==> src/rtl/abus_pkg.sv <==
// Shared abus slave definitions: FSM state encoding, master id width and
// the address-window decode used by every slave on the bus.
package abus_pkg;

  localparam int ABUS_MID_WIDTH = 3;

  typedef enum logic [1:0] {
    IDLE,
    WAIT,
    ACK
  } abus_slave_state_t;

  // True when addr falls inside [base, base+nb). Evaluated one bit wider
  // so a window ending at the top of the address space does not wrap.
  function automatic logic abus_hit(input logic [31:0] addr,
                                    input logic [31:0] base,
                                    input logic [31:0] nb);
    logic [32:0] lim;
    lim = {1'b0, base} + {1'b0, nb};
    return ({1'b0, addr} >= {1'b0, base}) && ({1'b0, addr} < lim);
  endfunction

endpackage

==> src/rtl/abus_reg.sv <==
// Single storage register with asynchronous reset value and write enable.
module abus_reg #(
  parameter int               WIDTH       = 16,
  parameter logic [WIDTH-1:0] RESET_VALUE = '0
) (
  input  logic             clk,
  input  logic             rst,
  input  logic             we,
  input  logic [WIDTH-1:0] d,
  output logic [WIDTH-1:0] q
);

  // Load d on write enable; return to the reset value on reset.
  always_ff @(posedge clk or posedge rst) begin
    if (rst) q <= RESET_VALUE;
    else if (we) q <= d;
  end

endmodule

==> src/rtl/abus_slave_regfile.sv <==
// abus slave holding NB_REGS registers in a contiguous address window.
// Four-phase req/ack handshake with an optional fixed number of wait states.
module abus_slave_regfile
  import abus_pkg::*;
#(
  parameter int                    ADDR_WIDTH  = 16,
  parameter int                    DATA_WIDTH  = 16,
  parameter logic [ADDR_WIDTH-1:0] BASE_ADDR   = 16'h0100,
  parameter int                    NB_REGS     = 8,
  parameter int                    REG_WIDTH   = 16,
  parameter int                    WAIT_STATES = 0,
  parameter logic [REG_WIDTH-1:0]  RESET_VALUE = '0
) (
  input  logic                              abus_clk,
  input  logic                              abus_rst,
  input  logic                              abus_sreq,
  input  logic                              abus_swrite,
  input  logic                              abus_sread,
  input  logic                              abus_sabort,
  input  logic [ABUS_MID_WIDTH-1:0]         abus_smid,
  input  logic [ADDR_WIDTH-1:0]             abus_saddress,
  input  logic [DATA_WIDTH-1:0]             abus_swdata,
  output logic                              abus_sack,
  output logic [DATA_WIDTH-1:0]             abus_srdata,
  output logic [$clog2(DATA_WIDTH+1)-1:0]   abus_sstrb,
  output logic [$clog2(DATA_WIDTH+1)-1:0]   abus_skeep,
  output logic [NB_REGS*REG_WIDTH-1:0]      reg_q,
  output logic [NB_REGS-1:0]                reg_wstrb,
  output logic [ABUS_MID_WIDTH-1:0]         last_mid
);

  localparam int IDX_W  = (NB_REGS > 1) ? $clog2(NB_REGS) : 1;
  localparam int STRB_W = $clog2(DATA_WIDTH + 1);
  localparam logic [3:0]        WS_LOAD = (WAIT_STATES > 0) ? 4'(WAIT_STATES - 1) : 4'd0;
  localparam logic [STRB_W-1:0] REG_CNT = STRB_W'(REG_WIDTH);

  abus_slave_state_t state, state_d;
  logic [3:0]                cnt, cnt_d;
  logic                      hit, accept, go_ack;
  logic [IDX_W-1:0]          idx_in, cap_idx, xfer_idx;
  logic [REG_WIDTH-1:0]      cap_wdata, xfer_wdata, rd_val;
  logic [ABUS_MID_WIDTH-1:0] cap_mid, xfer_mid;
  logic                      cap_wr, xfer_wr;
  logic [NB_REGS-1:0]        we;

  // Address decode and request qualification.
  always_comb begin
    hit    = abus_hit(32'(abus_saddress), 32'(BASE_ADDR), 32'(NB_REGS));
    idx_in = IDX_W'(abus_saddress - BASE_ADDR);
    accept = abus_sreq && hit && !abus_sabort && (abus_swrite ^ abus_sread);
  end

  // State and wait counter registers.
  always_ff @(posedge abus_clk or posedge abus_rst) begin
    if (abus_rst) begin
      state <= IDLE;
      cnt   <= 4'd0;
    end else begin
      state <= state_d;
      cnt   <= cnt_d;
    end
  end

  // Next-state logic; go_ack marks the edge on which the transfer commits.
  always_comb begin
    state_d = state;
    cnt_d   = cnt;
    go_ack  = 1'b0;
    case (state)
      IDLE: begin
        if (accept) begin
          if (WAIT_STATES > 0) begin
            state_d = WAIT;
            cnt_d   = WS_LOAD;
          end else begin
            state_d = ACK;
            go_ack  = 1'b1;
          end
        end
      end
      WAIT: begin
        if (abus_sabort || !abus_sreq) begin
          state_d = IDLE;
        end else if (cnt == 4'd0) begin
          state_d = ACK;
          go_ack  = 1'b1;
        end else begin
          cnt_d = cnt - 4'd1;
        end
      end
      ACK: begin
        if (!abus_sreq) state_d = IDLE;
      end
      default: state_d = IDLE;
    endcase
  end

  // Request capture; later changes on the bus inputs are ignored.
  always_ff @(posedge abus_clk) begin
    if (state == IDLE && accept) begin
      cap_idx   <= idx_in;
      cap_wdata <= abus_swdata[REG_WIDTH-1:0];
      cap_mid   <= abus_smid;
      cap_wr    <= abus_swrite;
    end
  end

  // With no wait states the commit happens on the capture edge itself,
  // so the transfer fields come straight from the bus while in IDLE.
  always_comb begin
    xfer_idx   = (state == IDLE) ? idx_in : cap_idx;
    xfer_wdata = (state == IDLE) ? abus_swdata[REG_WIDTH-1:0] : cap_wdata;
    xfer_mid   = (state == IDLE) ? abus_smid : cap_mid;
    xfer_wr    = (state == IDLE) ? abus_swrite : cap_wr;
    rd_val     = reg_q[xfer_idx*REG_WIDTH +: REG_WIDTH];
    we         = '0;
    if (go_ack && xfer_wr) we[xfer_idx] = 1'b1;
  end

  // Registered bus responses: set at commit, cleared once sreq drops.
  always_ff @(posedge abus_clk or posedge abus_rst) begin
    if (abus_rst) begin
      abus_sack   <= 1'b0;
      abus_srdata <= '0;
      abus_sstrb  <= '0;
      abus_skeep  <= '0;
      reg_wstrb   <= '0;
      last_mid    <= '0;
    end else begin
      reg_wstrb <= we;
      if (go_ack) begin
        abus_sack   <= 1'b1;
        abus_srdata <= xfer_wr ? '0 : DATA_WIDTH'(rd_val);
        abus_sstrb  <= xfer_wr ? '0 : REG_CNT;
        abus_skeep  <= xfer_wr ? REG_CNT : '0;
        if (xfer_wr) last_mid <= xfer_mid;
      end else if (state == ACK && !abus_sreq) begin
        abus_sack   <= 1'b0;
        abus_srdata <= '0;
        abus_sstrb  <= '0;
        abus_skeep  <= '0;
      end
    end
  end

  // Register array.
  for (genvar i = 0; i < NB_REGS; i++) begin : g_reg
    abus_reg #(
      .WIDTH       (REG_WIDTH),
      .RESET_VALUE (RESET_VALUE)
    ) u_reg (
      .clk (abus_clk),
      .rst (abus_rst),
      .we  (we[i]),
      .d   (xfer_wdata),
      .q   (reg_q[i*REG_WIDTH +: REG_WIDTH])
    );
  end

endmodule
==> config.mk <==
export PLATFORM = sky130hd
export DESIGN_NAME = abus_slave_regfile
export DESIGN_NICKNAME = d
export VERILOG_FILES = /design/src/rtl/abus_pkg.sv /design/src/rtl/abus_reg.sv /design/src/rtl/abus_slave_regfile.sv
export SDC_FILE = /design/constraint.sdc
export NUM_CORES = 1
export LEC_CHECK = 0
export BUFFER_PORTS_ARGS = -buffer_cell sky130_fd_sc_hd__buf_2
export CAP_MARGIN = 20
export CORE_AREA = 10 10 156 158
export CTS_BUF_LIST = sky130_fd_sc_hd__clkbuf_8
export DETAILED_ROUTE_END_ITERATION = 8
export DIE_AREA = 0 0 166 168
export PLACE_DENSITY = 0.7
export SYNTH_ARGS = -nofsm -noshare
export SYNTH_HDL_FRONTEND = slang
export SYNTH_SLANG_ARGS = --single-unit
==> constraint.sdc <==
create_clock -name abus_clk -period 4.69 [get_ports abus_clk]
set_clock_uncertainty 0.15 [all_clocks]
set_input_delay 0.2345 -clock abus_clk [delete_from_list [all_inputs] [get_ports abus_clk]]
set_output_delay 0.2345 -clock abus_clk [all_outputs]
set_load 0.05 [all_outputs]
==> summary.txt, run 1 <==
Outcome
  • Status: complete, no violations

STA
  • Setup violations, final: 0
  • Slew Limit Fails: 0
  • Worst-Margin Slew: 0.922 ns
  • Final Hold Fails: 0
  • WHS: 0.237 ns
  • RSZ-0062 raised after global routing: false
  • Crit path time final: 3.40 ns
  • Worst slew margin: 38.6%
  • Period utilization: 72.5%
  • Achievable Freq: 0.294 GHz
  • Post-route setup TNS: 0 ns

Critical path
  • Crit path from: state[1]$_DFFE_PP0P_
  • Max FO, Critical Path: 33
  • Crit path capture type: flip-flop
  • FF-to-FF Start: state[1]$_DFFE_PP0P_
  • Worst Path Buf+Inv: 1
  • Max incr delay on CP: 0.87 ns
  • FF-to-FF path depth: 5
  • Worst setup path endpoint: g_reg[2].u_reg.q[0]$_DFFE_PP0P_
  • Reg2Reg Setup Slack: 1.29 ns
  • Crit path DAT: 3.58 ns
  • Startpoint Class: flip-flop
  • Cell family with the largest share of critical-path delay: multiplexers
  • FF-to-FF End: g_reg[2].u_reg.q[0]$_DFFE_PP0P_
  • Worst setup path category: flip-flop to flip-flop
  • Required @ worst endpoint: 4.87 ns
  • Crit path depth: 5
  • Crit-path slowest cell: dfrtp_2
  • CP Cell Sequence: mux2i_4 -> o21ai_0 -> nor4_4 -> buf_4 -> mux2_4

Placement
  • Cell Area, Placed: 9620 µm²
  • GP Congestion: 0.802
  • Port bufs: 198
  • Post-detail-place hpwl: 18500 µm

Floorplanning
  • I/O pins: 207
  • Initial Util: 39.1%
  • DIE AREA: 27900 µm²
  • Chip Width: 166 µm
  • Placeable Area: 21400 µm²
  • Rows: 54
  • Die Y: 168 µm

Synthesis
  • Cell taking the most area after synthesis: dfrtp_1
  • Synth top area share: 47.5%
  • Asr flop ratio synth: 87.4%
  • Syn Inst Count: 570
  • EDFF count, synth: 23
  • Syn Std Cell Area: 8380 µm²
  • Yosys warns: 0
  • Top FF cell, synth: dfrtp_1
  • Yosys cell types: 35
  • Ranking of synthesized cells by area: dfrtp_1, mux2_2, mux2_4, edfxtp_1, mux2i_1
  • Post-synthesis register bit count: 182
  • Avg Cell Area, Syn: 14.7 µm²
  • Seq/Total Area, Yosys: 55.7%

Clock tree
  • CTS Buf Count: 17
  • H-Tree Depth: 4
  • CTS sink cnt: 182
  • # hold bufs at CTS: 25
  • Max Root-Sink Buffers: 2
  • Post-cts resize count: 0
  • Clock transition at path regs: 0.09 ns
  • Clk Tree Root Cell: clkbuf_8
  • Worst-Skew Late Latency: 0.46 ns
  • Setup bufs post-CTS: 0
  • CTS tree: built

Power and ir drop
  • Max VDD drop: 188 µV
  • PwrDens: 280 nW/µm²
  • Static Leak: 5.18 nW

Global routing
  • Vias in the first global route: 6212
  • Total gr overflow: 0
  • First-pass GRT wire length: 39400 µm
  • Total GRT Usage: 18.1%
  • Initial antenna violation count: 1
  • Largest net degree at the start of global routing: 96

Cells and area
  • Area grow syn2layout: 22.7%
  • Antenna cell count: 0
  • Fin nets: 836
  • Most frequent cells in the layout: buf_2, dfrtp_1, mux2_2
  • Final core utilization: 48.0%
  • Layout cells sized above 1: 52.0%
  • Final instance area: 10300 µm²
  • Most common cell after layout, fill and taps aside: buf_2

Route
  • WL/cell: 23.7 µm
  • Initial DRC count: 429
  • Vias per inst: 5.38
  • DR pass1 iterations: 5
  • Total Wirelength: 25800 µm
  • DR DRC count: 0
  • Antenna-violating nets left: 0
  • Total number of vias: 5851

Worst hold path
  • Hold WC Path Type: input pin to flip-flop
  • Hold Crit Start: abus_sread

Run
  • Max-cap violation count: 0
==> final cells by class <==
| cell class | count | area (µm²) |
|---|---|---|
| Multi-Input combinational cell | 349 | 3450 |
| Sequential cell | 182 | 4670 |
| Clock inverter | 11 | 121 |
| Clock buffer | 21 | 289 |
| Tap cell | 280 | 350 |
| Timing Repair Buffer | 242 | 1380 |
| Fill cell | 1889 | 11100 |
| Inverter | 3 | 16.3 |
==> power by group <==
| part | total (mW) | internal [mW] | switching [mW] |
|---|---|---|---|
| combinational | 0.191 | 0.0590 | 0.132 |
| clock | 1.10 | 0.531 | 0.565 |
| sequential | 1.60 | 1.60 | 0.000111 |
| total | 2.88 | 2.19 | 0.697 |
==> worst reg2reg max path, stage by stage (launching register included) <==
cell	delay [ns]
dfrtp_2	0.87
mux2i_4	0.79
o21ai_0	0.30
nor4_4	0.50
buf_4	0.35
mux2_4	0.32
==> synth_stat cells, drive strengths merged, types with 2 or more instances <==
cell and n:
dfrtp 159, mux2 151, nand2 64, mux2i 34
a32oi 32, buf 29, edfxtp 23, a32o 16
clkbuf 14, nor4 10, o21ai 8, or2 4
a21o 3, and3b 3, inv 3, nor3b 3
and3 2, nor3 2, nor4b 2
==> sequential cells by signal, summed over array words and instances (netlist names) <==
signal	count
abus_sack	1
abus_skeep	1
abus_srdata	16
abus_sstrb	1
cap_idx	3
cap_mid	3
cap_wdata	16
cap_wr	1
g.u_reg.q	128
last_mid	3
reg_wstrb	8
state	1
==> worst min-delay path by stage <==
stage                                         end  slack, ns  depth (start not counted)
after detailed placement  cap_wdata[15]$_DFFE_PP_       0.28                          1
final                       abus_sack$_DFFE_PP0P_       0.24                          4
after global placement    cap_wdata[15]$_DFFE_PP_       0.28                          1
after CTS                   abus_sack$_DFFE_PP0P_       0.21                          4
after floorplan              cap_idx[0]$_DFFE_PP_       0.18                          0
after global routing        abus_sack$_DFFE_PP0P_       0.24                          4
==> cell families (layout without fill, tap and decap cells) <==
kind of cell | after synthesis | after routing | synth area share [%]
compound gates | 61 | 61 | 6.18
xor+xnor | 1 | 1 | 0.104
buf+inv | 46 | 277 | 3.72
flops | 182 | 182 | 55.7
mux | 185 | 185 | 27.3
other cells | 1 | 8 | 0.0447
simple gates | 94 | 94 | 6.95
==> metrics by stage <==
stage | worst slack, ns | total power [mW] | cells
6_report | 1.29 | 2.88 | 1088
5_1_grt | 1.08 | 2.99 | 1088
4_1_cts | 1.28 | 2.90 | 1088
3_5_place_dp | 1.29 | 1.80 | 1031
3_3_place_gp | 1.40 | 1.80 | 1031
2_1_floorplan | 0.0139 | 1.74 | 577
==> routing by layer <==
layer | GRT usage [%] | wire length, µm
met1 | 24.1 | 11500
met2 | 27.7 | 11600
met3 | 6.40 | 2420
met4 | 3.85 | 297
met5 | 0 | 0
No activity file was read; power rests on OpenSTA's default activity.
==> run 2, diff against run 1 <==
- PLACE_DENSITY: 0.7 -> 0.67
- clock period: 4.69 -> 3.3 ns (I/O delays scaled with it)
==> run 2 against run 1 <==
Net effect:
- combinational power increased by 45%
- fmax grew 16%
- utilization grew 0.58 points
- clock power is 52% higher
- sequential share of layout area fell by 0.54 points
- count of clock-buffer cells in the layout shrank 2
- worst hold slack got worse by 0.15 ns
- final area is 1.2% higher
- register-to-register slack worse by 0.93 ns
- first-iteration DRC count is 2.8% lower
- non-clock buffer count is 8 higher
- power is 46% higher
- critical path type unchanged
- highest routed layer unchanged
==> summary.txt, run 2 (synthesis gave the netlist of run 1 again) <==
Power and ir drop
  • Cell-internal power: 3.16 mW (was 2.19 mW)
  • Sw Pwr: 1.05 mW (was 697 µW)
  • Static Leak: 5.23 nW (was 5.18 nW)
  • Comb pwr share: 6.6% (about the same)
  • PwrDens: 405 nW/µm² (was 280 nW/µm²)
  • Sequential share of power: 53.8% (was 55.4%)
  • Sw Ratio: 25.0% (was 24.2%)
  • Clk pwr share: 39.6% (was 38.0%)
  • Max VDD drop: 251 µV (was 188 µV)

STA
  • Setup violations, final: 0 (unchanged)
  • RSZ-0062 raised after global routing: false (unchanged)
  • Period utilization: 89.1% (was 72.5%)
  • Final Hold Fails: 0 (unchanged)
  • Crit path time final: 2.94 ns (was 3.40 ns)
  • Slew Limit Fails: 0 (unchanged)
  • Worst-Margin Slew: 0.870 ns (was 0.922 ns)
  • Achievable Freq: 0.340 GHz (was 0.294 GHz)
  • Worst slew margin: 41.7% (was 38.6%)
  • Post-route setup TNS: 0 ns (unchanged)

Route
  • Top Metal Used: met4 (unchanged)
  • Initial DRC count: 417 (was 429)
  • Met3 WL post-DR: 2330 µm (was 2420 µm)
  • Total Wirelength: 25500 µm (was 25800 µm)
  • DR WL met2: 11300 µm (was 11600 µm)
  • Antenna-violating nets left: 0 (unchanged)
  • DR DRC count: 0 (unchanged)
  • Wire length on met1: 11700 µm (was 11500 µm)
  • Vias per inst: 5.32 (was 5.38)
  • DR pass1 iterations: 4 (was 5)
  • WL/cell: 23.3 µm (was 23.7 µm)
  • Total number of vias: 5829 (was 5851)

Floorplanning
  • Initial Util: 39.1% (unchanged)
  • Die Y: 168 µm (unchanged)
  • I/O pins: 207 (unchanged)
  • Rows: 54 (unchanged)
  • DIE AREA: 27900 µm² (unchanged)
  • Placeable Area: 21400 µm² (unchanged)
  • Chip Width: 166 µm (unchanged)

Cells and area
  • Top Registers: g.u_reg.q x128, abus_srdata x16, cap_wdata x16 (unchanged)
  • Area grow syn2layout: 24.1% (was 22.7%)
  • Final instance area: 10400 µm² (was 10300 µm²)
  • Most frequent cells in the layout: buf_2, dfrtp_1, mux2_2 (unchanged)
  • Antenna cell count: 0 (unchanged)
  • Most common cell after layout, fill and taps aside: buf_2 (unchanged)
  • Fin nets: 844 (was 836)
  • Number of flip-flops under the largest register name: 128 (unchanged)
  • Fill cell count: 1910 (was 1889)
  • Layout cells sized above 1: 52.5% (was 52.0%)
  • Register bank with the most flops: g.u_reg.q (unchanged)

Global routing
  • Initial antenna violation count: 0 (was 1)
  • Total GRT Usage: 17.9% (was 18.1%)
  • Total gr overflow: 0 (unchanged)
  • Vias in the first global route: 5964 (was 6212)
  • Largest net degree at the start of global routing: 66 (was 96)
  • First-pass GRT wire length: 38700 µm (was 39400 µm)

Clock tree
  • Max Root-Sink Buffers: 2 (unchanged)
  • Clk Tree Root Cell: clkbuf_8 (unchanged)
  • CTS tree: built (unchanged)
  • Post-cts resize count: 0 (unchanged)
  • Clock transition at path regs: 0.10 ns (was 0.09 ns)
  • CTS sink cnt: 182 (unchanged)
  • CTS Buf Count: 17 (unchanged)
  • H-Tree Depth: 4 (unchanged)
  • Worst-Skew Late Latency: 0.47 ns (was 0.46 ns)

Critical path
  • Crit path capture type: flip-flop (unchanged)
  • Worst setup path category: flip-flop to flip-flop (unchanged)
  • Required @ worst endpoint: 3.50 ns (was 4.87 ns)
  • Startpoint Class: flip-flop (unchanged)
  • Crit path DAT: 3.14 ns (was 3.58 ns)
  • Max FO, Critical Path: 19 (was 33)

Run
  • Max-cap violation count: 0 (unchanged)

Placement
  • GP Congestion: 0.793 (was 0.802)
  • Post-detail-place hpwl: 18500 µm (about the same)
  • Port bufs: 198 (unchanged)
  • Cell Area, Placed: 9720 µm² (was 9620 µm²)

Outcome
  • Status: complete, no violations (unchanged)

Worst hold path
  • Hold WC Path Type: input pin to asynchronous set/reset pin (was input pin to flip-flop)
==> run 2: worst paths after layout <==
path | depth (start not counted) | to | slack (ns) | from
worst max-delay path | 6 | g_reg[5].u_reg.q[11]$_DFFE_PP0P_ | 0.36 | state[1]$_DFFE_PP0P_
worst min-delay path | 3 | g_reg[1].u_reg.q[1]$_DFFE_PP0P_ | 0.09 | abus_rst
worst max register to register | 6 | g_reg[5].u_reg.q[11]$_DFFE_PP0P_ | 0.36 | state[1]$_DFFE_PP0P_
worst min register to register | 1 | abus_skeep[4]$_DFFE_PP0P_ | 0.34 | abus_skeep[4]$_DFFE_PP0P_
max in group asynchronous | 4 | g_reg[5].u_reg.q[13]$_DFFE_PP0P_ | 1.97 | abus_rst
min in group abus_clk | 3 | abus_sack$_DFFE_PP0P_ | 0.15 | abus_sread
==> run 2: layer usage <==
metal,vias to the layer above,global-route usage (%)
met5,-,0
met4,0,3.89
met3,19,5.73
met2,269,26.7
met1,2973,24.9
li1,2568,-
==> run 2: final cells by class <==
class,instances,area [µm²],share of cell area [%]
Sequential cell,182,4670,44.9
Multi-Input combinational cell,349,3460,33.2
Timing Repair Buffer,250,1480,14.2
Tap cell,280,350,3.37
Clock buffer,19,262,2.51
Clock inverter,13,171,1.65
Inverter,3,15.0,0.144
==> run 2: worst max-delay path, stage by stage, from the launching register on <==
cell and delay [ns]:
dfrtp_2 0.74, buf_4 0.32, mux2_2 0.46, o21ai_0 0.23
nor4_4 0.17, buf_4 0.35, mux2_2 0.38
==> run 2: what timing repair did <==
item | 4_1_cts | 5_1_grt
endpoints found under the hold margin | 108 | 0
buffers inserted | 0 | 0
endpoints found under the setup margin | 0 | 0
hold buffers | 25 | 0
==> run 2: metrics by stage <==
stage | utilization [%] | power (mW) | cells | hold slack [ns] | worst slack [ns]
after CTS | 48.6 | 4.25 | 1096 | 0.0778 | 0.345
final | 48.6 | 4.21 | 1096 | 0.0908 | 0.361
after floorplan | - | 2.48 | 577 | 0.114 | 0.548
after global routing | 48.6 | 4.37 | 1096 | 0.108 | 0.158
after detailed placement | 45.4 | 2.57 | 1039 | 0.0477 | 0.372
after global placement | 45.4 | 2.57 | 1039 | 0.0495 | 0.453
==> run 2: power groups by stage <==
stage	Clock, mW	Combinational (mW)	Sequential [mW]
floorplan	0	0.164	2.31
global placement	0	0.253	2.31
detailed placement	0	0.254	2.31
CTS	1.70	0.279	2.27
global route	1.80	0.301	2.27
finish	1.67	0.277	2.27
==> run 3, diff against run 2 <==
- ABC_AREA: unset -> 1
- CORE_AREA: 10 10 156 158 -> 10 10 162 164
- CTS_CLUSTER_SIZE: unset -> 28
- DIE_AREA: 0 0 166 168 -> 0 0 172 174
==> run 3 against run 2 <==
Net effect:
- utilization fell by 2.0 points
- sequential share of layout area is 1.5 points lower
- worst setup slack worse by 0.14 ns
- area after synthesis rose by 8.5%
- critical endpoint is now abus_srdata[2]$_DFFE_PP0P_
- largest power group unchanged
==> summary.txt, run 3 <==
Outcome
  • Status: complete, no violations (unchanged)

Synthesis
  • Post-synthesis register bit count: 182 (unchanged)
  • Syn Std Cell Area: 9090 µm² (was 8380 µm²)
  • Cell taking the most area after synthesis: dfrtp_1 (unchanged)
  • Syn Inst Count: 1102 (was 570)
  • Commonest cells in the netlist: nand2_1, dfrtp_1, nand4_1 (was dfrtp_1, mux2_2, nand2_1)
  • Avg Cell Area, Syn: 8.25 µm² (was 14.7 µm²)
  • Yosys cell types: 25 (was 35)
  • Count leader, synth: nand2_1 (was dfrtp_1)
  • EDFF count, synth: 23 (unchanged)
  • Top FF cell, synth: dfrtp_1 (unchanged)
  • Ranking of synthesized cells by area: dfrtp_1, nand2_1, nand4_1, edfxtp_1, nand3_1 (was dfrtp_1, mux2_2, mux2_4, edfxtp_1, mux2i_1)
  • Seq/Total Area, Yosys: 51.3% (was 55.7%)
  • Asr flop ratio synth: 87.4% (unchanged)
  • Yosys warns: 0 (unchanged)
  • Synth top area share: 43.7% (was 47.5%)

Global routing
  • Initial antenna violation count: 0 (unchanged)
  • First-pass GRT wire length: 48600 µm (was 38700 µm)
  • Total GRT Usage: 20.7% (was 17.9%)
  • Largest net degree at the start of global routing: 107 (was 66)
  • Vias in the first global route: 8227 (was 5964)
  • Total gr overflow: 0 (unchanged)

Cells and area
  • Fill cell count: 2285 (was 1910)
  • Layout cells sized above 1: 22.0% (was 52.5%)
  • Seq. cell area: 4670 µm² (about the same)
  • Most common cell after layout, fill and taps aside: nand2_1 (was buf_2)
  • Number of flip-flops under the largest register name: 128 (unchanged)
  • Area grow syn2layout: 18.4% (was 24.1%)
  • Top Registers: g.u_reg.q x128, abus_srdata x16, cap_wdata x16 (unchanged)
  • Register bank with the most flops: g.u_reg.q (unchanged)
  • Area of the multi-input gates: 3800 µm² (was 3460 µm²)
  • Final core utilization: 46.6% (was 48.6%)
  • Most frequent cells in the layout: nand2_1, buf_2, dfrtp_1 (was buf_2, dfrtp_1, mux2_2)
  • Fin nets: 1330 (was 844)
  • Antenna cell count: 0 (unchanged)

Clock tree
  • H-Tree Depth: 4 (unchanged)
  • CTS sink cnt: 182 (unchanged)
  • Worst-Skew Late Latency: 0.49 ns (was 0.47 ns)
  • Setup bufs post-CTS: 0 (unchanged)
  • Clock transition at path regs: 0.10 ns (about the same)
  • Clk Tree Root Cell: clkbuf_8 (unchanged)
  • CTS tree: built (unchanged)
  • Max Root-Sink Buffers: 2 (unchanged)
  • CTS Buf Count: 17 (unchanged)

Critical path
  • Crit-path slowest cell: nand3_1 (was dfrtp_2)
  • Required @ worst endpoint: 3.52 ns (was 3.50 ns)
  • Crit path capture type: flip-flop (unchanged)
  • Max FO, Critical Path: 20 (was 19)
  • CP Cell Sequence: dlygate4sd3_1 -> buf_2 -> nor2_1 -> dlygate4sd3_1 -> nand3_1 -> dlygate4sd3_1 -> nor2_1 -> nand3_1 -> nand3_1 -> nand2_1 (was buf_4 -> mux2_2 -> o21ai_0 -> nor4_4 -> buf_4 -> mux2_2)
  • Max incr delay on CP: 0.63 ns (was 0.74 ns)
  • Crit path DAT: 3.30 ns (was 3.14 ns)
  • Worst setup path category: input pin to flip-flop (was flip-flop to flip-flop)
  • Startpoint Class: input pin (was flip-flop)

Floorplanning
  • Rows: 56 (was 54)
  • Die Y: 174 µm (was 168 µm)
  • DIE AREA: 29900 µm² (was 27900 µm²)
  • Placeable Area: 23100 µm² (was 21400 µm²)
  • Initial Util: 39.3% (was 39.1%)
  • I/O pins: 207 (unchanged)
  • Chip Width: 172 µm (was 166 µm)

Route
  • DR pass1 iterations: 5 (was 4)
  • Initial DRC count: 764 (was 417)
  • WL/cell: 19.5 µm (was 23.3 µm)
  • DR DRC count: 0 (unchanged)
  • Total Wirelength: 31100 µm (was 25500 µm)
  • Antenna-violating nets left: 0 (unchanged)
  • Vias per inst: 5.33 (was 5.32)
  • Total number of vias: 8493 (was 5829)

Power and ir drop
  • Comb pwr share: 14.8% (was 6.6%)
  • Sw Ratio: 31.4% (was 25.0%)
  • Sequential share of power: 50.4% (was 53.8%)
  • Cell-internal power: 3.09 mW (was 3.16 mW)
  • Power consumption: 4.50 mW (was 4.21 mW)
  • Max VDD drop: 216 µV (was 251 µV)
  • Static Leak: 5.95 nW (was 5.23 nW)
  • Clk pwr share: 34.8% (was 39.6%)
  • Sw Pwr: 1.41 mW (was 1.05 mW)
  • PwrDens: 418 nW/µm² (was 405 nW/µm²)

STA
  • Setup violations, final: 0 (unchanged)
  • WHS: 0.106 ns (was 0.0908 ns)
  • Worst slew margin: 42.6% (was 41.7%)
  • Slew Limit Fails: 0 (unchanged)
  • Achievable Freq: 0.325 GHz (was 0.340 GHz)
  • Worst-Margin Slew: 0.858 ns (was 0.870 ns)
  • Period utilization: 93.2% (was 89.1%)
  • RSZ-0062 raised after global routing: false (unchanged)
  • Crit path time final: 3.07 ns (was 2.94 ns)
  • Post-route setup TNS: 0 ns (unchanged)
  • Final Hold Fails: 0 (unchanged)
  • Setup WS post-layout: 0.225 ns (was 0.361 ns)

Placement
  • Post-detail-place hpwl: 22100 µm (was 18500 µm)
  • DP Worst Slack: 0.801 ns (was 0.372 ns)
  • Port bufs: 198 (unchanged)
  • GP Congestion: 0.875 (was 0.793)

Worst hold path
  • Hold WC Path Type: input pin to flip-flop (was input pin to asynchronous set/reset pin)

Run
  • Max-cap violation count: 0 (unchanged)
==> run 3: cell types whose count changed after synthesis, moves of 16 or more <==
| cell | before | now |
|---|---|---|
| mux2_2 | 88 | 0 |
| nand3_1 | 0 | 83 |
| nor2_1 | 1 | 32 |
| mux2_4 | 63 | 0 |
| a32o_1 | 16 | 0 |
| nand4_1 | 0 | 129 |
| buf_2 | 9 | 40 |
| mux2i_1 | 33 | 3 |
| nand2_1 | 64 | 519 |
| inv_1 | 3 | 26 |
| a32oi_1 | 32 | 0 |
==> run 3: cell type report <==
| type | instances | area share (%) |
|---|---|---|
| clock buffers | 17 | 2.17 |
| clock inverters | 15 | 1.41 |
| inverters | 34 | 1.24 |
| multi-input cells | 812 | 35.3 |
| flip-flops and latches | 182 | 43.3 |
| well taps | 290 | 3.37 |
| repair buffers | 242 | 13.2 |
==> run 3: metrics by stage <==
step                      cell area (µm²)  std cells
after CTS                           10800       1592
after floorplan                      9130       1109
after detailed placement            10100       1531
final                               10800       1592
after global placement              10100       1531
after global routing                10800       1592
==> run 3: kinds of logic after synthesis <==
logic type,after synthesis,synth area share [%]
muxes,3,0.330
other,1,0.0412
AOI/OAI and AO/OA,5,0.275
buffers and inverters,115,7.19
and+or+nand+nor,796,40.8
DFF,182,51.3
==> run 3: power groups by stage <==
stage	Clock, mW	Sequential (mW)	Combinational, mW
2_1_floorplan	0	2.32	0.458
3_3_place_gp	0	2.31	0.630
3_5_place_dp	0	2.31	0.632
4_1_cts	1.58	2.27	0.658
5_1_grt	1.67	2.27	0.724
6_report	1.57	2.27	0.667
==> run 3: worst paths after layout <==
path,from,endpoint,cells after the start,slack [ns]
setup reg to reg,state[1]$_DFFE_PP0P_,g_reg[7].u_reg.q[2]$_DFFE_PP0P_,9,0.76
setup / recovery,abus_saddress[11],abus_srdata[2]$_DFFE_PP0P_,10,0.23
min in group asynchronous,abus_rst,g_reg[6].u_reg.q[4]$_DFFE_PP0P_,4,0.21
hold reg to reg,last_mid[0]$_DFFE_PP0P_,last_mid[0]$_DFFE_PP0P_,2,0.34
max in group asynchronous,abus_rst,g_reg[1].u_reg.q[15]$_DFFE_PP0P_,4,2.18
hold / removal,abus_saddress[3],abus_srdata[0]$_DFFE_PP0P_,8,0.11
==> run 3: worst max-delay path, delay by kind of cell <==
| kind | cells | cell delay (ns) |
|---|---|---|
| simple gates | 6 | 1.34 |
| buf+inv | 4 | 1.77 |
==> run 3: repair_timing <==
item / 4_1_cts / 5_1_grt
hold buffers: 29 / 0
resized for setup: 0 / 0
hold endpoints to repair: 187 / 0
==> run 3: layer usage <==
layer	wire, µm	vias to the layer above	global-route usage (%)	share of wire (%)
met1	13000	4063	27.3	42
met2	14300	390	31.9	46
li1	-	3989	-	-
met4	986	0	8.41	3.2
met3	2800	51	4.89	9.0
met5	0	-	0	0
